===== config.mk =====
export PLATFORM = sky130hd
export DESIGN_NAME = tone_meter
export DESIGN_NICKNAME = d
export VERILOG_FILES = /design/src/rtl/tone_meter.sv
export SDC_FILE = /design/constraint.sdc
export NUM_CORES = 1
export LEC_CHECK = 0
export CAP_MARGIN = 20
export CORE_ASPECT_RATIO = 0.5
export CORE_UTILIZATION = 45
export CTS_CLUSTER_DIAMETER = 40
export DETAILED_ROUTE_END_ITERATION = 8
export PLACE_DENSITY = 0.67
export SYNTH_ARGS = -nofsm -noshare
export SYNTH_HDL_FRONTEND = slang
export SYNTH_SLANG_ARGS = --single-unit

===== constraint.sdc =====
create_clock -name CLK -period 4 [get_ports CLK]
set_input_delay 1.2 -clock CLK [delete_from_list [all_inputs] [get_ports CLK]]
set_output_delay 1.2 -clock CLK [all_outputs]
set_load 0.01 [all_outputs]

===== src/rtl/tone_meter.sv =====
// tone_meter: measures rise-to-rise period and high time of a square wave in CLK cycles
// and flags loss of tone. Optional period matcher enabled by TONE_METER_MATCH_EN.
module tone_meter #(
  parameter int unsigned WIDTH   = 32,
  parameter int unsigned TIMEOUT = 1000000
) (
  input  logic             CLK,
  input  logic             reset,
  input  logic             tone_in,
`ifdef TONE_METER_MATCH_EN
  input  logic [WIDTH-1:0] expected,
  input  logic [WIDTH-1:0] tolerance,
  output logic             locked,
`endif
  output logic [WIDTH-1:0] period,
  output logic [WIDTH-1:0] high_time,
  output logic             period_valid,
  output logic             no_tone
);

  localparam logic [WIDTH-1:0] TimeoutVal = WIDTH'(TIMEOUT);
  localparam logic [WIDTH-1:0] Ones       = '1;
  localparam logic [WIDTH-1:0] One        = WIDTH'(1);

  typedef enum logic [0:0] {StIdle, StArmed} state_e;

  state_e           state_q, state_d;
  logic             s1_q, s2_q, s3_q;
  logic             rise;
  logic             measure;
  logic             expire;
  logic [WIDTH-1:0] cnt_q, cnt_d;
  logic [WIDTH-1:0] hcnt_q, hcnt_d;
  logic [WIDTH-1:0] period_q, period_d;
  logic [WIDTH-1:0] high_q, high_d;
  logic             valid_q, valid_d;
  logic             no_tone_q, no_tone_d;

  // s1/s2 synchronise the pin; s3 delays s2 for edge detection.
  always_ff @(posedge CLK) begin
    if (reset) begin
      s1_q <= 1'b0;
      s2_q <= 1'b0;
      s3_q <= 1'b0;
    end else begin
      s1_q <= tone_in;
      s2_q <= s1_q;
      s3_q <= s2_q;
    end
  end

  assign rise    = s2_q & ~s3_q;
  assign measure = (state_q == StArmed) & rise;
  // A rise on the timeout cycle wins, so expiry requires no rise.
  assign expire  = (state_q == StArmed) & ~rise & (cnt_q == TimeoutVal);

  always_comb begin
    state_d   = state_q;
    cnt_d     = cnt_q;
    hcnt_d    = hcnt_q;
    period_d  = period_q;
    high_d    = high_q;
    valid_d   = 1'b0;
    no_tone_d = no_tone_q;

    if (rise) begin
      cnt_d  = One;
      hcnt_d = One;
    end else begin
      if (cnt_q != Ones) cnt_d = cnt_q + One;
      if (s2_q && (hcnt_q != Ones)) hcnt_d = hcnt_q + One;
    end

    case (state_q)
      StIdle: begin
        if (rise) state_d = StArmed;
      end
      StArmed: begin
        if (measure) begin
          period_d  = cnt_q;
          high_d    = hcnt_q;
          valid_d   = 1'b1;
          no_tone_d = 1'b0;
        end else if (expire) begin
          state_d   = StIdle;
          no_tone_d = 1'b1;
        end
      end
      default: state_d = StIdle;
    endcase
  end

  always_ff @(posedge CLK) begin
    if (reset) begin
      state_q   <= StIdle;
      cnt_q     <= '0;
      hcnt_q    <= '0;
      period_q  <= '0;
      high_q    <= '0;
      valid_q   <= 1'b0;
      no_tone_q <= 1'b1;
    end else begin
      state_q   <= state_d;
      cnt_q     <= cnt_d;
      hcnt_q    <= hcnt_d;
      period_q  <= period_d;
      high_q    <= high_d;
      valid_q   <= valid_d;
      no_tone_q <= no_tone_d;
    end
  end

  assign period       = period_q;
  assign high_time    = high_q;
  assign period_valid = valid_q;
  assign no_tone      = no_tone_q;

`ifdef TONE_METER_MATCH_EN
  logic [1:0]       hit_q, hit_d;
  logic             locked_q, locked_d;
  logic [WIDTH-1:0] diff;
  logic             match;

  always_comb begin
    diff     = (cnt_q >= expected) ? (cnt_q - expected) : (expected - cnt_q);
    match    = (diff <= tolerance);
    hit_d    = hit_q;
    locked_d = locked_q;
    if (measure) begin
      if (match) begin
        hit_d    = (hit_q == 2'd3) ? 2'd3 : hit_q + 2'd1;
        locked_d = (hit_q >= 2'd2);
      end else begin
        hit_d    = 2'd0;
        locked_d = 1'b0;
      end
    end else if (expire) begin
      hit_d    = 2'd0;
      locked_d = 1'b0;
    end
  end

  always_ff @(posedge CLK) begin
    if (reset) begin
      hit_q    <= 2'd0;
      locked_q <= 1'b0;
    end else begin
      hit_q    <= hit_d;
      locked_q <= locked_d;
    end
  end

  assign locked = locked_q;
`endif

endmodule


==> results of run 1 <==
flip-flops by register name, indices dropped and copies added, names as in the netlist, 32 cells and up:
| signal | count |
|---|---|
| hcnt_q | 32 |
| high_time | 32 |
| cnt_q | 32 |
| period | 32 |
report_power, final:
part	internal (mW)	leakage (nW)	switching, mW
clock	0.884	0.256	0.559
combinational	0.0131	0.833	0.0416
sequential	1.34	1.08	0.00697
routing by layer:
| layer | vias to the layer above | track usage | part of all wire |
|---|---|---|---|
| li1 | 2565 | - | - |
| met1 | 2342 | 0.275 | 0.51 |
| met2 | 74 | 0.318 | 0.44 |
| met3 | 12 | 0.0369 | 0.032 |
| met4 | 0 | 0.0849 | 0.011 |
| met5 | - | 0 | 0 |
cells in the final DEF, fill, tap and decap left out, drive strengths merged, types with 9 or more instances in the layout:
master,instances
nand2,164
dfxtp,134
nor2,34
xnor2,17
inv,11
or4,14
nand3,25
and4,9
nand4,19
clkdlybuf4s50,67
or3,24
a21oi,104
clkbuf,24
o21ai,23
per-stage QoR:
stage               power (mW)  cells
floorplan                 1.42    702
global placement          1.43    896
detailed placement        1.43    896
CTS                       2.87    928
global route              2.93    928
finish                    2.84    928
how the worst min path moves through the flow:
stage	to	start	slack (ns)	cells past startpoint
final	period[11]$_SDFFE_PP0P_	period[11]$_SDFFE_PP0P_	0.45	2
after global routing	high_time[20]$_SDFFE_PP0P_	high_time[20]$_SDFFE_PP0P_	0.47	2
after CTS	high_time[20]$_SDFFE_PP0P_	high_time[20]$_SDFFE_PP0P_	0.45	2
after detailed placement	high_time[20]$_SDFFE_PP0P_	high_time[20]$_SDFFE_PP0P_	0.45	2
after global placement	s2_q$_SDFF_PP0_	s1_q$_SDFF_PP0_	0.44	1
after floorplan	s2_q$_SDFF_PP0_	s1_q$_SDFF_PP0_	0.41	1
cell families after synthesis:
group,share of synthesized area
AND/OR/NAND/NOR,0.277
AO/OA/AOI/OAI,0.162
flip-flops,0.472
buffers and inverters,0.0425
XOR/XNOR,0.0355
adder cells (fa/ha/maj),0.00661
multiplexers,0.00353
cell type report:
class / count / area, sq um
clock buffers: 24 / 472
clock inverters: 8 / 75.1
fillers: 1121 / 5070
inverters: 11 / 41.3
multi-input cells: 511 / 2770
flip-flops and latches: 134 / 2680
well taps: 165 / 206
repair buffers: 75 / 728
==> impl_metrics.toml, run 1 <==
[status]
status = "completed"

[yosys]
synthArstFlopShare = 0
ys_ff_latch = 134
synthTopCellsByArea = "dfxtp_1 (47%), nand2_1 (11%), a21oi_1 (9.2%)"
syn-instance-count = 702
synth_warnings = 0
syn_avg_cell_area_sq_um = 8.09
yosysUniqueCellTypes = 51
synth_common_cells = "nand2_1 (164), dfxtp_1 (134), a21oi_1 (104)"
seq_area_frac_synth = 0.472
synth_area_sq_um = 5680
yosysMostFrequentCell = "nand2_1"
synthFlopType = "dfxtp_1"
yosysTopAreaCell = "dfxtp_1"
synth_top_cell_area_share = 0.472
synth-edff-count = 0
synth_nets = 708

[sta]
setup_tns_ns = 0
rsz0062_at_grt = "no"
setup_viol = 0
hold_ws_ns = 0.451
skew_ns = 0.0108
fin_crit_ns = 2.50
fmax_mhz = 400
hold_viol = 0
tightestPinTransition_ns = 0.899
layout_setup_ws_ns = 1.50
timing.final.crit_share = 0.625
maxSlewViolCount = 0
slew-limit-headroom = 0.400

[critical_path]
endpoint_kind = "output port"
crit_type = "reg -> out"
path_delay_family = "buffers and inverters"
critPathMaxStageDelay_ns = 0.55
crit_fanout = 2
slowest_stage = "clkdlybuf4s50_1"
crit_required_ns = 2.80
critPathLaunchType = "flop"
cp.depth = 1
cp-endpoint = "period[31]"
arrival_ns = 1.30
timing.rr.start = "s2_q$_SDFF_PP0_"
rr_worst_depth = 4
r2r-end = "hcnt_q[16]$_SDFFE_PP0P_"
cp-startpoint = "period[31]$_SDFFE_PP0P_"
worst-r2r-setup-slack_ns = 1.71
worst-path-buf-inv = 1
worstPathCellList = "clkdlybuf4s50_1"

[global_route]
grt_pass1_wl_mm = 21.1
antenna_found_initial = 0
grt_overflow_total = 0
grt_max_degree = 76
grt_pass1_vias = 4341
grt_use_total = 0.202

[route]
postRouteAntennaNets = 0
wl_per_cell_um = 13.8
drc = 0
drtPass1Iterations = 5
wl_mm = 12.8
drt_iter0_drc = 295
vias = 4993
avgViaCountPerCell = 5.38

[clock_tree]
cts_buffers = 17
path_clk_slew_ns = 0.06
cts_setup_buffers = 0
htree_levels = 4
cts_tree = "built"
cts_resized = 0
clkLatencyLatePin_ns = 0.41
cts.sinks = 134
holdBufCountCts = 0
clockRootBuffer = "clkbuf_16"
max-clock-path-buffers = 2

[power]
p_leak_nw = 2.17
ir_worst_vdd_v = 0.000323
pwr_density_cell_nw_per_um2 = 408

[final_layout]
postLayoutCellArea_sq_um = 6980
diodes = 0
fin_util = 0.579
area_growth_pct = 22.8
layout.nets = 756
drive_above_1_share = 0.0747

[floorplanning]
num_rows = 28
fp.dieArea_sq_um = 13100
dieHeight_um = 81.4
dieWidth_um = 161
core-area_sq_um = 12100
io_pins = 69
initial_core_util = 0.471

[place]
port_buffers = 68
placed_cell_area_sq_um = 6430
post-place-ws_ns = 1.21
hpwl_mm = 8.33
gp_congestion = 0.822

[flow_run]
drv_cap = 0

[min_path]
hold_class = "reg -> reg"
No activity file was read; power rests on OpenSTA's default activity.
==> inputs of run 2 (changes only) <==
clock period = 2.55 ns   (was 4 ns; I/O delays follow)
==> impl_metrics.toml, run 2 (synthesis gave the netlist of run 1 again) <==
[route]
vias = 5116
wl_per_cell_um = 13.9
drc = 0
avgViaCountPerCell = 5.48
wl_mm = 13.0
postRouteAntennaNets = 0
drtPass1Iterations = 5
drt_iter0_drc = 364

[sta]
fmax_mhz = 456
timing.final.crit_share = 0.860
maxSlewViolCount = 0
skew_ns = 0.00652
hold_ws_ns = 0.451
layout_setup_ws_ns = 0.357
tightestPinTransition_ns = 0.613
rsz0062_at_grt = "no"
fin_crit_ns = 2.19
slew-limit-headroom = 0.581
setup_tns_ns = 0
setup_viol = 0
hold_viol = 0

[clock_tree]
cts_tree = "built"
cts_resized = 0
htree_levels = 4
clkLatencyLatePin_ns = 0.41
max-clock-path-buffers = 2
clockRootBuffer = "clkbuf_16"
cts_buffers = 17
holdBufCountCts = 0
cts.sinks = 134
path_clk_slew_ns = 0.06
cts_setup_buffers = 0

[global_route]
grt_pass1_wl_mm = 21.6
grt_overflow_total = 0
grt_max_degree = 58
antenna_found_initial = 0
grt_use_total = 0.206
grt_pass1_vias = 4528

[final_layout]
postLayoutCellArea_sq_um = 7040
final_common_cell = "nand2_1"
multi_input_area_sq_um = 2770
fin_util = 0.584
final_cell_mix = "nand2_1 (163), dfxtp_1 (134), a21oi_1 (104)"
drive_above_1_share = 0.0846
instances_no_fill = 933
area_growth_pct = 24.0
diodes = 0
fill_cells = 1140
layout.nets = 761
ff_latch_area_sq_um = 2680

[critical_path]
crit_required_ns = 2.89
crit_fanout = 8
endpoint_kind = "flop"
critPathLaunchType = "flop"
worstPathCellList = "ha_1, and3_1, nand4_2, a2111o_1, or3_1, a21oi_1"
crit_type = "reg -> reg"
critPathMaxStageDelay_ns = 0.50
worst-path-buf-inv = 0
slowest_stage = "a2111o_1"
arrival_ns = 2.53
worst-r2r-setup-slack_ns = 0.36
path_delay_family = "simple AND/OR/NAND/NOR gates"

[min_path]
hold_class = "reg -> reg"

[floorplanning]
fp.dieArea_sq_um = 13100
num_rows = 28
core-area_sq_um = 12100
dieHeight_um = 81.4
initial_core_util = 0.471
io_pins = 69
dieWidth_um = 161

[power]
p_leak_nw = 2.22
totalPowerFinal_mw = 4.55
ir_worst_vdd_v = 0.000412
pwr_density_cell_nw_per_um2 = 646

[place]
port_buffers = 68
gp_congestion = 0.846
hpwl_mm = 8.57
placed_cell_area_sq_um = 6480
placed_cells = 901
post-place-ws_ns = 0.384

[status]
status = "completed"

[flow_run]
drv_cap = 0
run 2: changes by cell type in the layout (fill, tap and decap cells not counted):
cell	before	now
buf_12	0	1
clkbuf_8	2	4
clkinv_2	3	6
clkbuf_1	5	2
buf_4	7	11
clkinvlp_4	4	2
run 2: final cells by class:
cell class	count	share of cell area
Timing Repair Buffer	80	0.110
Sequential cell	134	0.381
Inverter	11	0.00586
Clock inverter	9	0.0107
Multi-Input combinational cell	511	0.393
Clock buffer	23	0.0693
Tap cell	165	0.0293
run 2: metal layers:
metal  part of all wire  track usage  wire (um)  vias to the layer above
li1                   -            -          -                     2564
met1               0.49        0.271       6430                     2414
met2               0.44        0.337       5770                      120
met3              0.047       0.0490        606                       18
met4              0.014       0.0726        184                        0
met5                  0            0          0                        -
run 2: worst paths after layout:
kind	start	endpoint	cells past startpoint
setup / recovery	hcnt_q[0]$_SDFFE_PP0P_	hcnt_q[24]$_SDFFE_PP0P_	6
hold / removal	period[8]$_SDFFE_PP0P_	period[8]$_SDFFE_PP0P_	2
setup reg to reg	hcnt_q[0]$_SDFFE_PP0P_	hcnt_q[24]$_SDFFE_PP0P_	6
hold reg to reg	period[8]$_SDFFE_PP0P_	period[8]$_SDFFE_PP0P_	2
run 2: power breakdown:
part | total (mW) | switching, mW | internal (mW)
Clock | 2.34 | 0.907 | 1.43
Combinational | 0.0935 | 0.0678 | 0.0258
Sequential | 2.11 | 0.00985 | 2.10
Total | 4.55 | 0.985 | 3.56
run 2: worst register-to-register path: stages (launching register included):
cell	delay [ns]
dfxtp_1	0.41
ha_1	0.24
and3_1	0.23
nand4_2	0.22
a2111o_1	0.51
or3_1	0.37
a21oi_1	0.15
